## src/rtl/pipe_ctrl_pkg.sv

```systemverilog
// Shared constants and types for the three-stage pipeline sequencing controller.
package pipe_ctrl_pkg;
    localparam logic [6:0] OP_R      = 7'b0110011;
    localparam logic [6:0] OP_I      = 7'b0010011;
    localparam logic [6:0] OP_LOAD   = 7'b0000011;
    localparam logic [6:0] OP_STORE  = 7'b0100011;
    localparam logic [6:0] OP_BRANCH = 7'b1100011;
    localparam logic [6:0] OP_JAL    = 7'b1101111;
    localparam logic [6:0] OP_JALR   = 7'b1100111;

    // Instruction the IF/E register loads when E is flushed.
    localparam logic [31:0] NOP = 32'h00000013;

    typedef enum logic [1:0] {
        RUN      = 2'd0,
        MEM_WAIT = 2'd1,
        ERR      = 2'd2
    } ctrl_state_t;
endpackage

```

## src/rtl/pipe_hazard_ctrl_sat_counter.sv

```systemverilog
// Saturating up-counter used for debug event counts.
module sat_counter #(
    parameter int W = 16
) (
    input  logic         clk,
    input  logic         reset,
    input  logic         inc,
    output logic [W-1:0] q
);
    // Count qualifying cycles, holding at all-ones.
    always_ff @(posedge clk or negedge reset) begin
        if (!reset)
            q <= '0;
        else if (inc && !(&q))
            q <= q + W'(1);
    end
endmodule

```

## src/rtl/pipe_hazard_ctrl.sv

```systemverilog
// Stall/flush/redirect, WB->E forwarding and data-memory handshake control
// for the Fetch / Execute / Writeback pipeline.
module pipe_hazard_ctrl
    import pipe_ctrl_pkg::*;
#(
    parameter int CNT_W       = 16,
    parameter int MEM_TIMEOUT = 16
) (
    input  logic             clk,
    input  logic             reset,
    input  logic [6:0]       opcode_E,
    input  logic [4:0]       rs1_E,
    input  logic [4:0]       rs2_E,
    input  logic             br_taken_E,
    input  logic [4:0]       rd_W,
    input  logic             reg_wr_W,
    input  logic             mem_op_W,
    input  logic             dmem_ready,
    output logic             dmem_req,
    output logic             stall,
    output logic             flush_E,
    output logic             pc_sel,
    output logic             fwd_A,
    output logic             fwd_B,
    output logic [1:0]       state,
    output logic             bus_err,
    output logic [CNT_W-1:0] stall_cnt,
    output logic [CNT_W-1:0] flush_cnt
);
    localparam int WC_W = $clog2(MEM_TIMEOUT) + 1;
    localparam logic [WC_W-1:0] WAIT_LAST = WC_W'(MEM_TIMEOUT - 1);
    localparam logic [WC_W-1:0] WAIT_ONE  = WC_W'(1);

    ctrl_state_t     state_q, state_nxt;
    logic [WC_W-1:0] wait_cnt, wait_nxt;
    logic            err_set;
    logic            mem_hold;
    logic            stall_c, req_c, live;
    logic            xfer;

    assign mem_hold = mem_op_W & ~dmem_ready;

    // Next-state and raw control; unused encoding 3 behaves as ERR.
    always_comb begin
        state_nxt = state_q;
        wait_nxt  = wait_cnt;
        err_set   = 1'b0;
        stall_c   = 1'b0;
        req_c     = 1'b0;
        live      = 1'b0;
        case (state_q)
            RUN: begin
                req_c   = mem_op_W;
                stall_c = mem_hold;
                live    = 1'b1;
                if (mem_hold) begin
                    state_nxt = MEM_WAIT;
                    wait_nxt  = WAIT_ONE;
                end
            end
            MEM_WAIT: begin
                req_c   = mem_op_W;
                stall_c = ~dmem_ready;
                live    = 1'b1;
                if (dmem_ready) begin
                    state_nxt = RUN;
                end else if (wait_cnt == WAIT_LAST) begin
                    state_nxt = ERR;
                    err_set   = 1'b1;
                end else begin
                    wait_nxt = wait_cnt + WAIT_ONE;
                end
            end
            default: begin
                stall_c   = 1'b1;
                state_nxt = ERR;
            end
        endcase
    end

    // FSM state, wait counter and sticky timeout flag.
    always_ff @(posedge clk or negedge reset) begin
        if (!reset) begin
            state_q  <= RUN;
            wait_cnt <= '0;
            bus_err  <= 1'b0;
        end else begin
            state_q  <= state_nxt;
            wait_cnt <= wait_nxt;
            if (err_set)
                bus_err <= 1'b1;
        end
    end

    // Redirect only when E is free to advance; a stalled branch is
    // simply re-evaluated when the stall drops.
    always_comb begin
        xfer = (opcode_E == OP_JAL) | (opcode_E == OP_JALR) |
               ((opcode_E == OP_BRANCH) & br_taken_E);
    end

    assign stall    = reset & stall_c;
    assign dmem_req = reset & req_c;
    assign flush_E  = reset & live & ~stall_c & xfer;
    assign pc_sel   = flush_E;
    assign fwd_A    = reset & live & reg_wr_W & (rd_W != 5'd0) & (rd_W == rs1_E);
    assign fwd_B    = reset & live & reg_wr_W & (rd_W != 5'd0) & (rd_W == rs2_E);
    assign state    = state_q;

    sat_counter #(.W(CNT_W)) u_stall_cnt (
        .clk   (clk),
        .reset (reset),
        .inc   (stall),
        .q     (stall_cnt)
    );

    sat_counter #(.W(CNT_W)) u_flush_cnt (
        .clk   (clk),
        .reset (reset),
        .inc   (flush_E),
        .q     (flush_cnt)
    );
endmodule

```

## config.mk

```make
export PLATFORM = sky130hd
export DESIGN_NAME = pipe_hazard_ctrl
export DESIGN_NICKNAME = d
export VERILOG_FILES = /design/src/rtl/pipe_ctrl_pkg.sv /design/src/rtl/pipe_hazard_ctrl_sat_counter.sv /design/src/rtl/pipe_hazard_ctrl.sv
export SDC_FILE = /design/constraint.sdc
export NUM_CORES = 1
export LEC_CHECK = 0
export CORE_MARGIN = 4
export CORE_UTILIZATION = 46
export CTS_CLUSTER_SIZE = 10
export DETAILED_ROUTE_END_ITERATION = 10
export GPL_TIMING_DRIVEN = 0
export PLACE_DENSITY_LB_ADDON = 0.05
export SYNTH_ARGS = -nofsm -noshare
export SYNTH_HDL_FRONTEND = slang
export SYNTH_SLANG_ARGS = --single-unit
```

## constraint.sdc

```tcl
create_clock -name clk -period 2 [get_ports clk]
set_clock_uncertainty 0.05 [all_clocks]
set_input_delay 0.4 -clock clk [delete_from_list [all_inputs] [get_ports clk]]
set_output_delay 0.4 -clock clk [all_outputs]
set_load 0.02 [all_outputs]
```

==> out/results.txt <==
Status = finished clean
Slew @ Worst Pin = 594 ps
Final setup viols = 0
Crit end category = primary output
Post-Place Cells = 318
Flops & latches, synth = 40
P_leak = 1.31 nW
Max-slew headroom = 60.0%
Sink Count = 40
I/O pins = 69
Fmax = 507 MHz
First-pass GRT wire length = 7770 um
GPL Wtd Cong = 0.776
Final min period = 1970 ps
Post-Syn Instances = 197
Routed WL per cell = 14.5 um
R2R setup slack = 100 ps
Library cells used by synthesis = 37
Sequential Area = 1000 um^2
Crit-path max FO = 6
Dominant synthesized flop cell = dfrtp_1
Layout Area Growth over Synthesis = 47.1%
Busiest layer in global routing = met2
# diodes = 0
Fin util = 70.4%
Drt drc = 0
Mapped Nets = 229
DP HPWL = 3490 um
GRT overflow = 0
Final Hold Viols = 0
Port buffer count = 68
Longest Clk Path Bufs = 2
Unrepaired setup endpoints after global routing = true
Met3 usage = 3.43%
PD cells = 684 nW/um^2
Synth top cells by count = dfrtp_1, xnor2_1, nand3_1
Htree depth = 2
Clock-pin slew on the worst setup and hold paths = 80 ps
Worst r2r path cells = 8
Final worst slack = 29.2 ps
Root buffer cell = clkbuf_8
Slew Viols, Final = 0
Most common cell in the netlist = dfrtp_1
Cell area after synthesis = 2100 um^2
Largest net degree at the start of global routing = 42
Crit path to = pc_sel
Max Cap Violations = 0
Crit path DAT = 1520 ps
Register area share after synthesis = 47.7%
Yosys top cell by area = dfrtp_1
Layout cells sized above 1 = 16.0%
Core ar. = 4380 um^2
HP Class = in2async
Post-synth EDFFs = 0
# rows = 24
GRT met2 Usage = 26.4%
Die area = 5710 um^2
Drt total wl = 4840 um
Initial Utilization = 47.9%
Vias per cell = 5.29
CTS Buf Count = 5
GRT Overall Usage = 17.7%
DRT iter0 DRCs = 62
Nets@finish = 312
Post-route ant nets = 0
Clk_lat worst skew = 290 ps
RR Endpoint = u_flush_cnt.q[11]
Syn Area/Cell = 10.7 um^2
TritonRoute pass-1 iters = 4
Routing usage on met1 = 25.7%
R2R Path Start = state[0]
Vias in the first global route = 1631
Fillers = 353
CP startpoint = state[1]
Die W = 75.6 um
Tcrit/Tclk final = 98.5%
Max VDD drop = 0.000715 V
Die Height = 75.6 um
Total of warnings raised by yosys = 0
Synth area leaders = dfrtp_1, xnor2_1, nand3_1
Multi-input gate area = 1130 um^2
Worst endpoint required time = 1550 ps
Crit Path Category = reg2out
CTS tree = done
Yosys top cell area share = 47.7%
Pre-CTS setup slack = -781 ps
Startpoint Class = register
Ys async rst share = 100%
Vias = 1760
Non-Filler Instances = 333
Initial antenna violation count = 0
report_power, final:
| part | leakage, nW | switching (mW) | internal [mW] | total, mW |
|---|---|---|---|---|
| Combinational | 0.713 | 0.241 | 0.260 | 0.501 |
| Clock | 0.0552 | 0.279 | 0.370 | 0.650 |
| Sequential | 0.540 | 0.0811 | 0.881 | 0.962 |
| Total | 1.31 | 0.602 | 1.51 | 2.11 |
how the worst min path moves through the flow:
stage,startpoint,endpoint,cells after the start
after floorplan,reset,bus_err,0
after global placement,bus_err,bus_err,1
after detailed placement,reset,wait_cnt[2],1
after CTS,reset,u_flush_cnt.q[13],2
after global routing,reset,u_stall_cnt.q[8],2
final,reset,wait_cnt[1],2
worst max-delay path, stage by stage (launching register included):
cell      delay, ps
dfrtp_2         440
and4bb_2        350
nand4_4         110
nor2_4          140
buf_6           100
buf_6           100
metal layers:
| layer | wire, um | vias up |
|---|---|---|
| met5 | 0 | - |
| met4 | 44 | 0 |
| met3 | 252 | 6 |
| met2 | 2270 | 44 |
| met1 | 2280 | 831 |
| li1 | - | 879 |
metrics by stage:
stage	total power, mW	instance area, um^2	hold WS [ps]	setup TNS, ps
after floorplan	1.21	2100	54.4	0
after global placement	1.47	2850	411	-91600
after detailed placement	1.48	2860	176	-7770
after CTS	2.13	3010	55.6	0
after global routing	2.22	3090	70.4	-68.3
final	2.11	3090	48.1	0
sequential cells by signal, summed over array words and instances, names as in the netlist:
name / count
u_flush_cnt.q: 16
bus_err: 1
u_stall_cnt.q: 16
state: 2
wait_cnt: 5
cells by family (layout without fill, tap and decap cells):
logic type	after synthesis	count (layout)	synth area share [%]
multiplexers	4	4	2.03
flip-flops	40	40	47.7
XOR/XNOR	40	40	16.7
AO/OA/AOI/OAI	18	18	6.08
AND/OR/NAND/NOR	81	81	22.6
adder cells (fa/ha/maj)	4	4	2.38
buffers and inverters	10	94	2.56
final cells by class:
type,instances,share of cell area (%)
Multi-Input combinational cell,147,36.6
Sequential cell,40,32.5
Timing Repair Buffer,76,23.4
Clock buffer,6,2.35
Tap cell,52,2.11
Buffer,5,1.38
Clock inverter,2,1.13
Inverter,5,0.608
repair_timing:
item	CTS	global route
setup buffers	2	3
endpoints found under the hold margin	3	0
pin swaps	11	6
hold buffers	1	0
setup endpoints to repair	6	14
gates cloned	0	1
resized for setup	56	16
cells in the final DEF, fill, tap and decap left out, types with 2 or more instances in the layout:
cell type	count
dlymetal6s2s_1	3
a22o_1	4
mux2_1	2
nand2_1	13
o21ai_0	7
mux2i_1	2
xor2_1	6
xnor2_1	34
clkbuf_1	2
and3_1	10
clkbuf_8	5
and4_1	4
nand3_1	20
buf_4	5
nand4_1	13
nor2_4	2
clkdlybuf4s50_1	49
nor3_1	2
ha_1	3
dfrtp_1	39
buf_2	8
buf_6	6
inv_1	4
nand2b_1	2
nor2_1	4
dlygate4sd2_1	6
(Power assumes the default switching activity.)
